[config.mk]
export PLATFORM = sky130hd
export DESIGN_NAME = tubo_scheduler
export DESIGN_NICKNAME = d
export VERILOG_FILES = /design/src/rtl/tubo_scheduler.sv
export SDC_FILE = /design/constraint.sdc
export NUM_CORES = 1
export LEC_CHECK = 0
export CELL_PAD_IN_SITES_DETAIL_PLACEMENT = 1
export CELL_PAD_IN_SITES_GLOBAL_PLACEMENT = 1
export CORE_MARGIN = 4
export CORE_UTILIZATION = 25
export CTS_BUF_LIST = sky130_fd_sc_hd__clkbuf_4 sky130_fd_sc_hd__clkbuf_8
export CTS_CLUSTER_SIZE = 40
export DETAILED_ROUTE_END_ITERATION = 6
export PLACE_DENSITY_LB_ADDON = 0.1
export SLEW_MARGIN = 20
export SYNTH_ARGS = -nofsm -noshare
export SYNTH_HDL_FRONTEND = slang
export SYNTH_SLANG_ARGS = --single-unit
[constraint.sdc]
create_clock -name clk -period 4.3 [get_ports clk]
set_input_delay 0.645 -clock clk [delete_from_list [all_inputs] [get_ports clk]]
set_output_delay 0.645 -clock clk [all_outputs]
set_load 0.02 [all_outputs]
[src/rtl/tubo_scheduler.sv]
// Falling-note row sequencer and drum-pad judge for the lane renderer.
// Optional macro TUBO_SCHED_PAD_PENALTY_EN: stray pad edges during FALL count as misses.
module tubo_scheduler #(
  parameter int unsigned START_Y = 0,
  parameter int unsigned HIT_Y   = 400,
  parameter int unsigned HIT_WIN = 16,
  parameter int unsigned END_Y   = 480,
  parameter int unsigned STEP    = 2,
  parameter int unsigned N_NOTES = 16,
  parameter int unsigned ADDR_W  = 4
) (
  input  logic              clk,
  input  logic              reset,
  input  logic              start,
  input  logic              frame_tick,
  input  logic [4:0]        pads,
  output logic [ADDR_W-1:0] pat_addr,
  input  logic [4:0]        pat_data,
  output logic [4:0]        lane_mask,
  output logic [9:0]        posicionY,
  output logic              enable,
  output logic              contar,
  output logic              maquinaOut,
  output logic [9:0]        pos_y,
  output logic [7:0]        score,
  output logic [7:0]        misses,
  output logic              hit,
  output logic              miss,
  output logic              busy,
  output logic              done
);

  localparam logic [2:0] S_IDLE    = 3'd0;
  localparam logic [2:0] S_FETCH   = 3'd1;
  localparam logic [2:0] S_LOAD    = 3'd2;
  localparam logic [2:0] S_FALL    = 3'd3;
  localparam logic [2:0] S_RESOLVE = 3'd4;
  localparam logic [2:0] S_DONE    = 3'd5;

  localparam logic [9:0]        Y_START   = 10'(START_Y);
  localparam logic [9:0]        Y_LO      = 10'(HIT_Y - HIT_WIN);
  localparam logic [9:0]        Y_HI      = 10'(HIT_Y + HIT_WIN);
  localparam logic [9:0]        Y_END     = 10'(END_Y);
  localparam logic [9:0]        BURST_LD  = 10'(STEP);
  localparam logic [ADDR_W-1:0] LAST_ADDR = ADDR_W'(N_NOTES - 1);

  logic [2:0]        r_state;
  logic [ADDR_W-1:0] r_addr;
  logic [4:0]        r_mask;
  logic [9:0]        r_pos;
  logic [9:0]        r_burst;
  logic [7:0]        r_score;
  logic [7:0]        r_misses;
  logic              r_judged;
  logic [4:0]        r_pads_q;

  logic       w_fall;
  logic [4:0] w_edge;
  logic       w_in_win;
  logic [4:0] w_clear;
  logic [4:0] w_mask_nx;
  logic       w_hit;
  logic       w_row_miss;
  logic       w_bad;
  logic       w_miss;
  logic       w_contar;

  assign w_fall    = (r_state == S_FALL);
  assign w_edge    = pads & ~r_pads_q;
  assign w_in_win  = (r_pos >= Y_LO) && (r_pos <= Y_HI);
  assign w_clear   = (w_fall && !r_judged && w_in_win) ? (w_edge & r_mask) : 5'b0;
  assign w_mask_nx = r_mask & ~w_clear;
  assign w_hit     = (w_clear != 5'b0) && (w_mask_nx == 5'b0);
  assign w_row_miss = w_fall && !r_judged && (r_pos > Y_HI) && (r_mask != 5'b0) && !w_hit;
  assign w_contar  = w_fall && (r_burst != '0) && (r_pos < Y_END);

`ifdef TUBO_SCHED_PAD_PENALTY_EN
  assign w_bad = w_fall && ((w_edge & ~w_clear) != 5'b0);
`else
  assign w_bad = 1'b0;
`endif

  // A penalty coinciding with a row miss merges into one pulse; a hit suppresses both.
  assign w_miss = (w_row_miss | w_bad) & ~w_hit;

  always_ff @(posedge clk or negedge reset) begin
    if (!reset) begin
      r_state  <= S_IDLE;
      r_addr   <= '0;
      r_mask   <= '0;
      r_pos    <= '0;
      r_burst  <= '0;
      r_score  <= '0;
      r_misses <= '0;
      r_judged <= 1'b0;
      r_pads_q <= '0;
    end else begin
      r_pads_q <= pads;
      case (r_state)
        S_IDLE, S_DONE: begin
          if (start) begin
            r_state  <= S_FETCH;
            r_addr   <= '0;
            r_score  <= '0;
            r_misses <= '0;
          end
        end
        S_FETCH: r_state <= S_LOAD;
        S_LOAD: begin
          r_pos    <= Y_START;
          r_mask   <= pat_data;
          r_judged <= (pat_data == 5'b0);
          r_burst  <= '0;
          r_state  <= S_FALL;
        end
        S_FALL: begin
          r_mask <= w_mask_nx;
          if (w_hit || w_row_miss) r_judged <= 1'b1;
          if (w_hit && (r_score != '1)) r_score <= r_score + 8'd1;
          if (w_miss && (r_misses != '1)) r_misses <= r_misses + 8'd1;
          // Row end drains any partial burst first, then leaves on a clean cycle.
          if (r_pos >= Y_END) begin
            r_burst <= '0;
            if (r_burst == '0) r_state <= S_RESOLVE;
          end else if (r_burst != '0) begin
            r_pos   <= r_pos + 10'd1;
            r_burst <= r_burst - 10'd1;
          end else if (frame_tick) begin
            r_burst <= BURST_LD;
          end
        end
        S_RESOLVE: begin
          if (r_addr == LAST_ADDR) begin
            r_state <= S_DONE;
          end else begin
            r_addr  <= r_addr + 1'b1;
            r_state <= S_FETCH;
          end
        end
        default: r_state <= S_IDLE;
      endcase
    end
  end

  assign pat_addr   = r_addr;
  assign lane_mask  = r_mask;
  assign pos_y      = r_pos;
  assign score      = r_score;
  assign misses     = r_misses;
  assign enable     = (r_state == S_LOAD);
  assign posicionY  = enable ? Y_START : '0;
  assign contar     = w_contar;
  assign hit        = w_hit;
  assign miss       = w_miss;
  assign busy       = (r_state == S_FETCH) || (r_state == S_LOAD) ||
                      (r_state == S_FALL)  || (r_state == S_RESOLVE);
  assign maquinaOut = busy;
  assign done       = (r_state == S_DONE);

endmodule

---- Word level (Yosys, flattened, before mapping) ----
Index checks and enable logic that the tools add are counted.
storage, ports and cells
  bits in registers ....................... 54
  latch bits .............................. 0
  memory bits (writable) .................. 0
  bits in read-only memories .............. 0
  word-level logic and storage cells ...... 103
  memories ................................ 0
cells by class
  $add $sub $neg .......................... 5
  $mul .................................... 0
  divide/modulo/power cells ............... 0
  order comparisons ....................... 5
  equality and inequality tests ........... 18
  shift-type cells ........................ 0
  multiplexer cells ....................... 24
  bitwise operators ....................... 7
  reductions and logical operators ........ 35
operators by type and width
  kind                                                                                   number
  10-bit two-way mux                                                                     5
  10-bit one-hot mux with 2 select lines                                                 2
  8-bit one-hot mux with 2 select lines                                                  2
  8-bit two-way mux                                                                      3
  10-bit by 9-bit greater-or-equal comparator with 1-bit output (second input constant)  2
  8-bit by 1-bit adder with 8-bit output (second input constant)                         2
  8-bit != test (second input constant)                                                  2
  5-bit bitwise AND                                                                      3
  3-bit one-hot mux with 5 select lines                                                  1
  3-bit AND reduction                                                                    5
  3-bit two-way mux                                                                      4
  2-bit by 1-bit != test with 1-bit output (second input constant)                       6
  1-bit logical AND                                                                      11
  10-bit by 1-bit adder with 10-bit output (second input constant)                       1
  10-bit by 9-bit greater-than comparator with 1-bit output (second input constant)      1
  10-bit by 9-bit less-or-equal comparator with 1-bit output (second input constant)     1
  10-bit zero test                                                                       1
  5-bit zero test                                                                        2
  10-bit by 9-bit less-than comparator with 1-bit output (second input constant)         1
  5-bit inverter                                                                         2
  5-bit one-hot mux with 2 select lines                                                  1
  10-bit nonzero test                                                                    1
  5-bit nonzero test                                                                     2
  10-bit by 1-bit subtractor with 10-bit output (second input constant)                  1
  20 further kinds                                                                       32

---- Logic depth before layout (Yosys ltp) ----
  depth after elaboration ................. 14
  gate-level depth with buffers ........... 9

---- Least setup slack after synthesis ----
Ideal clock, no wire load.
  path type ............................... register -> output
  start point ............................. register r_pos[0], in the netlist pos_y[0]
  end point ............................... output hit
  arrival time ............................ 1.862 ns
  data required time ...................... 3.655 ns
  path slack .............................. 1.793 ns
  stages on the path, launching flop included .. 6
  buffers on the path ..................... 1
  cell sequence ........................... dfrtp_1 -> or4_1 -> o31ai_2 -> buf_2 -> nand4_1 -> nor2_1
on the way
  longest elaborated chain between the ends .. 8
  elaborated cells on any way between the ends .. 10
  classes of those cells .................. order compare: 2; mux: 1; bitwise: 2; reduce/logical: 5
ends and longest elaborated chain
  item                                                                                                                                                line  RTL
  start, declared                                                                                                                                     50    logic [9:0] r_pos;
  start signal, assigned                                                                                                                              126   r_pos <= r_pos + 10'd1;
  10-bit by 9-bit greater-or-equal comparator with 1-bit output / 10-bit by 9-bit less-or-equal comparator with 1-bit output (equally long branches)  70    assign w_in_win = (r_pos >= Y_LO) && (r_pos <= Y_HI);
  1-bit logical AND (*)                                                                                                                               70
  1-bit logical AND (*)                                                                                                                               71    assign w_clear = (w_fall && !r_judged && w_in_win) ? (w_edge & r_mask) : 5'b0;
  5-bit two-way mux (*)                                                                                                                               71
  5-bit inverter                                                                                                                                      72    assign w_mask_nx = r_mask & ~w_clear;
  5-bit bitwise AND                                                                                                                                   72
  5-bit zero test                                                                                                                                     73    assign w_hit = (w_clear != 5'b0) && (w_mask_nx == 5'b0);
  1-bit logical AND (*)                                                                                                                               73
  end, declared                                                                                                                                       27    output logic hit,
Every way passes the cells marked *; elsewhere a longest branch is shown, timed or not.

---- Worst setup path in the final report ----
  start point ............................. register r_burst[0]
  end point ............................... output contar
on the way
  longest elaborated chain between the ends .. 3
ends and longest elaborated chain
  item                             line  RTL
  start, declared                  51    logic [9:0] r_burst;
  start signal, assigned           127   r_burst <= r_burst - 10'd1;
  10-bit nonzero test              75    assign w_contar = w_fall && (r_burst != '0) && (r_pos < Y_END);
  1-bit logical AND (2 in series)  75
  end, declared                    22    output logic contar,
No other way between the ends.

==> flow_summary.json <==
{
  "status": "finished clean",
  "io_buffer_count": 55,
  "antenna_found_initial": 0,
  "cts_tree": "done",
  "vdd_ir_drop_max_mv": 0.371,
  "setup_tns_ns": 0,
  "cts_resized": 0,
  "power.internal_mw": 0.991,
  "switching_share_pct": 38.8,
  "slowest_stage": "clkdlybuf4s50_1",
  "synthFlopType": "dfrtp_1",
  "hold_class": "in2async",
  "grt_usage_pct": 13.6,
  "crit_family": "simple AND/OR/NAND/NOR gates",
  "fin_nets": 434,
  "post_cts_buffers": 0,
  "setup_violations": 0,
  "maxSlewHeadroom_pct": 45.4,
  "drive_above_1_share_pct": 5.54,
  "grt_first_pass_wirelength_um": 16200,
  "cap_violations": 0,
  "route.vias.total": 2888,
  "synth_seq_cells": 54,
  "r2r_cells": 8,
  "layout_setup_ws_ns": 0.593,
  "numCtsBuffers": 5,
  "path_max_fanout": 9,
  "path_cells": "inv_1, ha_1, nor3b_1, nand4_1, nand2_1, clkinv_1, clkdlybuf4s50_1",
  "yosys.area.top_type": "dfrtp_1",
  "post_drt_wl_per_cell_um": 16.0,
  "cp-start-kind": "register",
  "pwr-share-clk_pct": 19.9,
  "synth-edff-count": 0,
  "multi_input_area_um2": 1650,
  "htree_levels": 2,
  "gp_congestion": 0.797,
  "min_period_ns": 3.71,
  "end_kind": "output pin",
  "critPathMaxStageDelay_ns": 0.62,
  "fin_skew_ns": 0.0123,
  "clock_sinks": 54,
  "drc": 0,
  "critical_path_class": "reg2out",
  "dp_hpwl_um": 6960,
  "dieArea_um2": 14700,
  "report.final.slew_viol_count": 0,
  "whs_ns": 0.404,
  "core_um2": 12600,
  "area_growth_pct": 23.7,
  "final.period_utilization_pct": 86.2,
  "diodes": 0,
  "cts.clk_slew.worst_paths_ns": 0.11,
  "syn_inst": 365,
  "die_y_um": 121,
  "arrival_ns": 3.06,
  "grt_pass1_vias": 3081,
  "grt_max_degree": 34,
  "clk_latency_ns": 0.33,
  "synth_area_leaders": "dfrtp_1 42%, o21ai_0 3.9%, nand2_1 3.7%",
  "cts_root_buf": "clkbuf_8",
  "postRouteAntennaNets": 0,
  "combPwrFrac_pct": 33.3,
  "first_pass_iters": 4,
  "initial_core_util_pct": 25.5,
  "fill_cells": 1498,
  "cts_hold_buf": 0,
  "rows": 41,
  "dp_slack_ns": 0.914,
  "power_leakage_nw": 1.59,
  "worst_pin_slew_ns": 0.819,
  "async_flop_share_pct": 100,
  "final_util_pct": 31.5,
  "fmax_ghz": 0.270,
  "vias_per_cell": 4.92,
  "ys_seq_area_share_pct": 42.0,
  "rsz0062_at_grt": "false",
  "drt-initial-drc-count": 133,
  "required_ns": 3.65,
  "drt-total-wl_um": 9410,
  "synth_warnings": 0,
  "power.switching_mw": 0.629,
  "io_pins": 66,
  "yosysMostFrequentCell": "dfrtp_1",
  "path_buf_inv": 3,
  "avgSynthCellArea_um2": 8.81,
  "synth_common_cells": "54 x dfrtp_1, 32 x nand2_1, 25 x o21ai_0",
  "power.density_nw_per_um2": 407,
  "syn_area_um2": 3220,
  "hold_viol": 0,
  "yosys.area.top_type_share_pct": 42.0,
  "path_depth": 7,
  "p_seq_share_pct": 46.8,
  "die_w_um": 121,
  "overflow": 0,
  "cts_max_path_buffers": 2,
  "seqCellArea_um2": 1350,
  "ys_types": 52
}
-- power by group through the flow --
stage               registers [mW]  logic (mW)  clock network, mW
floorplan                    0.790       0.284                  0
global placement             0.764       0.545                  0
detailed placement           0.770       0.548                  0
CTS                          0.760       0.551              0.346
global route                 0.785       0.602              0.366
finish                       0.758       0.540              0.322
-- metrics by stage --
stage / total power [mW] / area (um^2) / cells
6_report: 1.62 / 3980 / 587
5_1_grt: 1.75 / 3980 / 587
4_1_cts: 1.66 / 3980 / 587
3_5_place_dp: 1.32 / 3880 / 579
3_3_place_gp: 1.31 / 3880 / 579
2_1_floorplan: 1.07 / 3250 / 374
-- state kept, by name, summed over array words and instances (netlist names), 3 cells and up --
name,flops
lane_mask,5
misses,8
pat_addr,4
pos_y,10
r_burst,10
r_pads_q,5
r_state,3
score,8
-- cell families (layout without fill, tap and decap cells) --
family | Yosys count | after routing | synth area share (%)
buffers and inverters | 51 | 92 | 7.90
AOI/OAI and AO/OA | 86 | 86 | 18.0
DFF | 54 | 54 | 42.0
and+or+nand+nor | 156 | 156 | 26.5
muxes | 5 | 5 | 1.56
adders and majority gates | 6 | 6 | 2.33
other | 1 | 10 | 0.117
xor gates and xnor gates | 6 | 6 | 1.63
-- final cells by class --
cell class                 instances  area share, %
clock inverter                     1          0.126
clock buffer                       7           2.26
inverter                          24           2.26
tap                              172           5.41
timing repair buffer              60           14.6
sequential                        54           34.0
multi-input combinational        269           41.3
-- path summary, 6_finish.rpt --
| check | startpoint | to | slack [ns] |
|---|---|---|---|
| worst max-delay path | r_burst[0] | contar | 0.59 |
| worst min-delay path | reset | score[1] | 0.40 |
| worst max register to register | r_burst[0] | r_burst[9] | 1.63 |
| worst min register to register | r_burst[5] | r_burst[5] | 0.52 |
| max in group asynchronous | reset | score[2] | 3.07 |
| min in group clk | r_burst[5] | r_burst[5] | 0.52 |
-- layout by cell type, fill, tap and decap left out, drive strengths merged, types with 3 or more instances in the layout --
| cell type | netlist | routed |
|---|---|---|
| clkbuf | 10 | 7 |
| nand3b | 8 | 8 |
| nor4 | 8 | 8 |
| clkdlybuf4s50 | 0 | 54 |
| nand2b | 10 | 10 |
| and2 | 5 | 5 |
| and3 | 4 | 4 |
| or4 | 5 | 5 |
| nand4 | 10 | 10 |
| o21ai | 25 | 25 |
| nor3 | 17 | 17 |
| a21o | 8 | 8 |
| inv | 23 | 23 |
| a22o | 7 | 7 |
| nor2 | 21 | 21 |
| xnor2 | 5 | 5 |
| buf | 17 | 6 |
| a31oi | 6 | 6 |
| conb | 1 | 10 |
| dfrtp | 54 | 54 |
| o31ai | 10 | 10 |
| or2 | 3 | 3 |
| nand3 | 18 | 18 |
| or3 | 5 | 5 |
| ha | 6 | 6 |
| nand2 | 32 | 32 |
| a21oi | 13 | 13 |
| mux2i | 5 | 5 |
-- metal layers --
metal / global-route usage, % / vias up / part of all wire [%]
met5: 0 / - / 0
met4: 3.15 / 0 / 1.0
met3: 2.66 / 8 / 3.3
met2: 22.3 / 48 / 48
met1: 18.6 / 1440 / 48
li1: - / 1392 / -
Power figures use the tool's default switching activity.
